$ cat config.mk
export PLATFORM = sky130hd
export DESIGN_NAME = flash_reader_ctrl
export DESIGN_NICKNAME = d
export VERILOG_FILES = /design/src/rtl/flash_reader_pkg.sv /design/src/rtl/flash_reader_ctrl_btn_debounce.sv /design/src/rtl/flash_reader_ctrl.sv
export SDC_FILE = /design/constraint.sdc
export NUM_CORES = 1
export LEC_CHECK = 0
export BUFFER_PORTS_ARGS = -buffer_cell sky130_fd_sc_hd__buf_4
export CORE_MARGIN = 3
export CORE_UTILIZATION = 52
export CTS_CLUSTER_DIAMETER = 30
export CTS_CLUSTER_SIZE = 30
export DETAILED_ROUTE_END_ITERATION = 10
export HOLD_SLACK_MARGIN = 0.08
export PLACE_DENSITY = 0.85
export SLEW_MARGIN = 10
export SYNTH_ARGS = -nofsm -noshare
export SYNTH_HDL_FRONTEND = slang
export SYNTH_SLANG_ARGS = --single-unit
$ cat constraint.sdc
create_clock -name clk -period 2.44 [get_ports clk]
set_input_delay 0.488 -clock clk [delete_from_list [all_inputs] [get_ports clk]]
set_output_delay 0.488 -clock clk [all_outputs]
set_load 0.05 [all_outputs]
$ cat src/rtl/flash_reader_pkg.sv
// flash_reader_pkg: shared types and address-step helper for the flash reader.
package flash_reader_pkg;

  // Controller FSM encoding; fixed 2-bit values so traces stay readable.
  typedef enum logic [1:0] {
    INIT      = 2'd0,
    IDLE      = 2'd1,
    REQ       = 2'd2,
    WAIT_DATA = 2'd3
  } state_e;

  // One-deep step request recorded from the buttons or the scan timer.
  typedef enum logic [1:0] {
    NONE = 2'd0,
    FWD  = 2'd1,
    BWD  = 2'd2
  } step_e;

  // Wrapped address step. Arithmetic is done at 32 bits, wider than any
  // practical address, so cur +/- step can never wrap through truncation;
  // the only wrap points are last -> 0 going forward and 0 -> last going back.
  function automatic logic [31:0] step_addr(input logic [31:0] cur,
                                            input step_e       dir,
                                            input logic [31:0] step,
                                            input logic [31:0] last);
    logic [31:0] nxt;
    nxt = cur;
    case (dir)
      FWD:     nxt = (cur == last)  ? 32'd0 : cur + step;
      BWD:     nxt = (cur == 32'd0) ? last  : cur - step;
      default: nxt = cur;
    endcase
    return nxt;
  endfunction

endpackage

$ cat src/rtl/flash_reader_ctrl_btn_debounce.sv
// btn_debounce: 2-FF synchroniser, stability counter and press pulse for one
// active-low pushbutton. The debounced level only follows the synchronised
// input after DEB_CYCLES consecutive samples that differ from it.
module btn_debounce #(
  parameter int DEB_CYCLES = 50000
) (
  input  logic clk,
  input  logic resetn,
  input  logic btn_n,
  output logic press
);

  localparam int CNT_W = $clog2(DEB_CYCLES);

  logic             sync1_q, sync2_q;
  logic             stable_q, stable_d;
  logic [CNT_W-1:0] cnt_q, cnt_d;

  // Bring the asynchronous button into the clk domain; idle level is high.
  always_ff @(posedge clk or negedge resetn) begin
    if (!resetn) begin
      sync1_q <= 1'b1;
      sync2_q <= 1'b1;
    end else begin
      sync1_q <= btn_n;
      sync2_q <= sync1_q;
    end
  end

  // Count consecutive samples disagreeing with the stable level; any agreeing
  // sample restarts the count so short glitches never reach the output.
  always_comb begin
    stable_d = stable_q;
    cnt_d    = '0;
    if (sync2_q != stable_q) begin
      if (cnt_q == CNT_W'(DEB_CYCLES - 1)) stable_d = sync2_q;
      else                                 cnt_d    = cnt_q + CNT_W'(1);
    end
  end

  // Debounced level and stability counter.
  always_ff @(posedge clk or negedge resetn) begin
    if (!resetn) begin
      stable_q <= 1'b1;
      cnt_q    <= '0;
    end else begin
      stable_q <= stable_d;
      cnt_q    <= cnt_d;
    end
  end

  // One-clock pulse on the debounced 1->0 (press) transition.
  assign press = stable_q & ~stable_d;

endmodule

$ cat src/rtl/flash_reader_ctrl.sv
// flash_reader_ctrl: Avalon-MM read master that browses flash one word at a
// time under pushbutton control, with wrap-around and a read timeout.
// Optional feature macro: FLASH_READER_AUTO_SCAN_EN adds an auto_scan input
// that steps forward every SCAN_PERIOD idle clocks.
module flash_reader_ctrl
  import flash_reader_pkg::*;
#(
  parameter int ADDR_W         = 14,
  parameter int DATA_W         = 32,
  parameter int ADDR_STEP      = 4,
  parameter int ADDR_LAST      = 16380,
  parameter int DEB_CYCLES     = 50000,
  parameter int TIMEOUT_CYCLES = 1024,
  parameter int SCAN_PERIOD    = 5000000
) (
  input  logic              clk,
  input  logic              resetn,
  input  logic              btn_next,
  input  logic              btn_prev,
`ifdef FLASH_READER_AUTO_SCAN_EN
  input  logic              auto_scan,
`endif
  output logic [ADDR_W-1:0] avm_address,
  output logic              avm_read,
  input  logic              avm_waitrequest,
  input  logic              avm_readdatavalid,
  input  logic [DATA_W-1:0] avm_readdata,
  output logic [DATA_W-1:0] data_out,
  output logic              data_valid,
  output logic [ADDR_W-1:0] cur_addr,
  output logic              busy,
  output logic              timeout_err
);

  localparam int TMO_W = $clog2(TIMEOUT_CYCLES + 1);

  // Elaboration-time parameter sanity.
  if (ADDR_LAST % ADDR_STEP != 0) begin : g_bad_last
    $error("ADDR_LAST must be a multiple of ADDR_STEP");
  end
  if (DEB_CYCLES < 2) begin : g_bad_deb
    $error("DEB_CYCLES must be at least 2");
  end
  if (TIMEOUT_CYCLES < 1 || SCAN_PERIOD < 1) begin : g_bad_period
    $error("TIMEOUT_CYCLES and SCAN_PERIOD must be positive");
  end

  state_e             state_q, state_d;
  step_e              pend_q, pend_d;
  logic [ADDR_W-1:0]  cur_addr_q, cur_addr_d;
  logic [ADDR_W-1:0]  addr_q, addr_d;
  logic               rd_q, rd_d;
  logic [DATA_W-1:0]  data_q, data_d;
  logic               dv_q, dv_d;
  logic               terr_q, terr_d;
  logic [TMO_W-1:0]   tcnt_q, tcnt_d;
  logic               pend_take;
  logic               nxt_press, prv_press, scan_step;
  logic               step_fwd, step_bwd;

  btn_debounce #(.DEB_CYCLES(DEB_CYCLES)) u_deb_next (
    .clk    (clk),
    .resetn (resetn),
    .btn_n  (btn_next),
    .press  (nxt_press)
  );

  btn_debounce #(.DEB_CYCLES(DEB_CYCLES)) u_deb_prev (
    .clk    (clk),
    .resetn (resetn),
    .btn_n  (btn_prev),
    .press  (prv_press)
  );

`ifdef FLASH_READER_AUTO_SCAN_EN
  localparam int SCAN_W = $clog2(SCAN_PERIOD + 1);

  logic [SCAN_W-1:0] scan_cnt_q, scan_cnt_d;

  // Scan timer advances only while idle and is cleared whenever scanning is off.
  always_comb begin
    scan_cnt_d = scan_cnt_q;
    scan_step  = 1'b0;
    if (!auto_scan) begin
      scan_cnt_d = '0;
    end else if (state_q == IDLE) begin
      if (scan_cnt_q == SCAN_W'(SCAN_PERIOD - 1)) begin
        scan_cnt_d = '0;
        scan_step  = 1'b1;
      end else begin
        scan_cnt_d = scan_cnt_q + SCAN_W'(1);
      end
    end
  end

  // Scan timer register.
  always_ff @(posedge clk or negedge resetn) begin
    if (!resetn) scan_cnt_q <= '0;
    else         scan_cnt_q <= scan_cnt_d;
  end
`else
  assign scan_step = 1'b0;
`endif

  // Simultaneous next+prev cancels out; any button event outranks the scan tick.
  assign step_fwd = (nxt_press & ~prv_press) | (scan_step & ~nxt_press & ~prv_press);
  assign step_bwd = prv_press & ~nxt_press;

  // Pending step: a fresh event always wins over consuming the old one.
  always_comb begin
    pend_d = pend_q;
    if (pend_take) pend_d = NONE;
    if (step_fwd)      pend_d = FWD;
    else if (step_bwd) pend_d = BWD;
  end

  // Read sequencing: request held through waitrequest, data or timeout ends it.
  always_comb begin
    state_d    = state_q;
    cur_addr_d = cur_addr_q;
    addr_d     = addr_q;
    rd_d       = rd_q;
    data_d     = data_q;
    dv_d       = dv_q;
    terr_d     = terr_q;
    tcnt_d     = tcnt_q;
    pend_take  = 1'b0;
    case (state_q)
      INIT: begin
        cur_addr_d = '0;
        addr_d     = '0;
        rd_d       = 1'b1;
        state_d    = REQ;
      end
      IDLE: begin
        if (pend_q != NONE) begin
          cur_addr_d = ADDR_W'(step_addr(32'(cur_addr_q), pend_q,
                                         32'(ADDR_STEP), 32'(ADDR_LAST)));
          addr_d     = cur_addr_d;
          rd_d       = 1'b1;
          dv_d       = 1'b0;
          pend_take  = 1'b1;
          state_d    = REQ;
        end
      end
      REQ: begin
        if (!avm_waitrequest) begin
          rd_d   = 1'b0;
          tcnt_d = '0;
          // A zero-latency slave may return data on the acceptance cycle.
          if (avm_readdatavalid) begin
            data_d  = avm_readdata;
            dv_d    = 1'b1;
            state_d = IDLE;
          end else begin
            state_d = WAIT_DATA;
          end
        end
      end
      WAIT_DATA: begin
        if (avm_readdatavalid) begin
          data_d  = avm_readdata;
          dv_d    = 1'b1;
          state_d = IDLE;
        end else if (tcnt_q == TMO_W'(TIMEOUT_CYCLES - 1)) begin
          // Give up: keep the old word but leave data_valid low.
          terr_d  = 1'b1;
          state_d = IDLE;
        end else begin
          tcnt_d = tcnt_q + TMO_W'(1);
        end
      end
      default: state_d = INIT;
    endcase
  end

  // Controller state and bus-facing registers.
  always_ff @(posedge clk or negedge resetn) begin
    if (!resetn) begin
      state_q    <= INIT;
      pend_q     <= NONE;
      cur_addr_q <= '0;
      addr_q     <= '0;
      rd_q       <= 1'b0;
      data_q     <= '0;
      dv_q       <= 1'b0;
      terr_q     <= 1'b0;
      tcnt_q     <= '0;
    end else begin
      state_q    <= state_d;
      pend_q     <= pend_d;
      cur_addr_q <= cur_addr_d;
      addr_q     <= addr_d;
      rd_q       <= rd_d;
      data_q     <= data_d;
      dv_q       <= dv_d;
      terr_q     <= terr_d;
      tcnt_q     <= tcnt_d;
    end
  end

  assign avm_address = addr_q;
  assign avm_read    = rd_q;
  assign data_out    = data_q;
  assign data_valid  = dv_q;
  assign cur_addr    = cur_addr_q;
  assign timeout_err = terr_q;
  assign busy        = (state_q == REQ) || (state_q == WAIT_DATA);

endmodule
==> run summary <==
Final Total Pwr: 3.29 mW
Seq/Total Area, Yosys: 49.5%
Critical Path Start Type: register
first-pass GRT wire length: 18,400 um
Critical Path Stages: 7
ratio of cells with drive above 1 in the final layout: 30.1%
DIE WIDTH: 105 um
ys async rst share: 100%
Port Buffer Count: 97
kind of critical path: reg2reg
Synth Cell Area: 0.00507 sq mm
register clock-pin slew on the reported worst setup and hold paths: 0.09 ns
fmax: 466 MHz
FF-to-FF Start: avm_address[2]
full die area: 0.0110 sq mm
Pwr Density: 543 mW/mm^2
Std-Cell Rows: 35
worst hold path type: in2async
CTS tree: done
GRT Residual Overflow: 0
Worst setup endpoint: avm_address[10]
final hold vios: 0
Final Net Count: 630
max-cap violations: 0
worst setup margin: 0.294 ns
Post-synth top cells: dfrtp_1, nor2_1, nand2_1, mux2_2, nand3_1
drt via density: 5.50
clk buf depth: 2
H-tree Lvls: 3
fin cells: 718
slowest CP cell: dfrtp_1
Post-Place Worst Slack: 0.334 ns
Crit path max-delay family: simple AND/OR/NAND/NOR gates
Finished Cell Area: 0.00605 sq mm
status: complete, no violations
cts repair resizes: 0
RSZ-0062 raised after global routing: no
Area growth, synth to finish: 19.3%
routed length per instance: 15.0 um
Top FF cell, synth: dfrtp_1
CP endpoint kind: register
Placement Cell Area: 0.00586 sq mm
EDFF count, synth: 0
synth top area cells: dfrtp_1, mux2_2, nor2_1, xnor2_1, xor2_1
Final Setup Violations: 0
Reg2Reg Capture Point: avm_address[10]
number of library cell types mapped by synthesis: 57
drt pass-1 iters: 4
worst path buffer plus inverter count: 1
Util after Layout: 64.5%
worst slew pin tran: 0.812 ns
Crit path arrival time: 2.44 ns
worst hold slack: 0.0958 ns
Vias: 3,947
worst reg2reg setup slack: 0.29 ns
clock sink count: 100
number of synthesized register bits: 100
# IOs: 102
gr usage total: 20.5%
Die Height: 105 um
total wire length: 10,800 um
Yosys top cell by area: dfrtp_1
later-pin clock latency in the skew report: 0.37 ns
crit-path max cell delay: 0.40 ns
setup repair bufs after CTS: 0
total CTS buffers: 9
cell count after synthesis: 497
diode count: 0
peak supply drop: 578 uV
clock skew: 0.00955 ns
worst-path fanout max: 5
Post-DP HPWL: 7890 um
placed instance count: 702
vias in the first global route: 3,895
Max-slew headroom: 45.1%
first-iteration detailed-routing DRC count: 214
crit-path cells: inv_1 > ha_1 > or3b_4 > or3_4 > o41ai_2 > o21ai_1 > a21oi_1
FF-to-FF path depth: 7
Root Buffer: clkbuf_8
most frequent cell after synthesis: dfrtp_1
Ys Warns: 0
DRT antenna net count: 0
Final min period: 2.15 ns
Crit path required time: 2.73 ns
pin count of the biggest net entering global routing: 60
Synth top area share: 46.4%
initial antenna violation count: 0
Final Wtd Congestion: 0.978
core area: 0.00937 sq mm
Final TNS setup: 0 ns
Initial Utilization: 54.1%
Leakage: 2.78 nW
period utilization: 87.9%
Syn Area/Cell: 10.2 sq um
crit path launch: avm_address[2]
Hold Buf Count CTS: 0
DRC viols: 0
Final Max Slew Viols: 0
[power by group]
group          switching (mW)  internal (mW)
Sequential             0.0477           1.73
Combinational           0.332          0.170
Clock                   0.593          0.412
Total                   0.973           2.31
[worst register-to-register path, delay by kind of cell (launching register included)]
kind | cells | cell delay (ns)
buf+inv | 1 | 0.14
fa+ha+maj | 1 | 0.21
simple gates | 2 | 0.78
compound gates | 3 | 0.54
flops | 1 | 0.40
[cell families after synthesis]
group,synth area share (%)
other,0.0740
AND/OR/NAND/NOR,19.5
XOR/XNOR,6.74
AO/OA/AOI/OAI,9.11
buffers and inverters,5.11
adder cells (fa/ha/maj),2.37
multiplexers,7.55
flip-flops,49.5
[sequential cells by signal (all words and copies together) (netlist names)]
signal and cells:
data_out 32, u_deb_next.cnt_q 16, u_deb_prev.cnt_q 16, avm_address 12
tcnt_q 11, pend_q 2, state_q 2, avm_read 1
data_valid 1, timeout_err 1, u_deb_next.stable_q 1, u_deb_next.sync1_q 1
u_deb_next.sync2_q 1, u_deb_prev.stable_q 1, u_deb_prev.sync1_q 1, u_deb_prev.sync2_q 1
[routing by layer]
metal  vias to the layer above  GRT usage [%]  part of all wire [%]  wire length (um)
li1                       1895              -                     -                 -
met1                      1862           25.7                    41              4390
met2                       167           32.7                    47              5090
met3                        23           7.54                   9.6              1040
met4                         0           7.03                   2.3               244
met5                         -              0                     0                 0
[cell usage in the layout, fill, tap and decap left out, types with 6 or more instances in the layout]
| cell | n |
|---|---|
| buf_4 | 107 |
| dfrtp_1 | 94 |
| nor2_1 | 53 |
| nand2_1 | 42 |
| mux2_2 | 34 |
| nand3_1 | 27 |
| nor3_1 | 21 |
| xnor2_1 | 20 |
| xor2_1 | 19 |
| a21oi_1 | 16 |
| inv_1 | 15 |
| o21ai_0 | 15 |
| clkbuf_8 | 10 |
| ha_1 | 8 |
| nand4_1 | 7 |
| and3_1 | 6 |
| nor4_1 | 6 |
| dfstp_2 | 6 |
[area by class of cell]
class                   instances  area, sq um
fillers                       772         3320
flip-flops and latches        100         2510
multi-input cells             350         2310
repair buffers                108          823
well taps                     129          161
clock buffers                  11          141
inverters                      15         56.3
clock inverters                 5         43.8
[worst min-delay path by stage]
stage                        from                   to  slack [ns]
6_report                   resetn       avm_address[6]         0.1
5_1_grt                    resetn       avm_address[7]        0.12
4_1_cts                    resetn  u_deb_next.cnt_q[0]        0.10
3_5_place_dp   u_deb_prev.sync1_q   u_deb_prev.sync2_q        0.35
3_3_place_gp   u_deb_prev.sync1_q   u_deb_prev.sync2_q        0.35
2_1_floorplan              resetn      avm_address[10]        0.19
(Power assumes the default switching activity.)
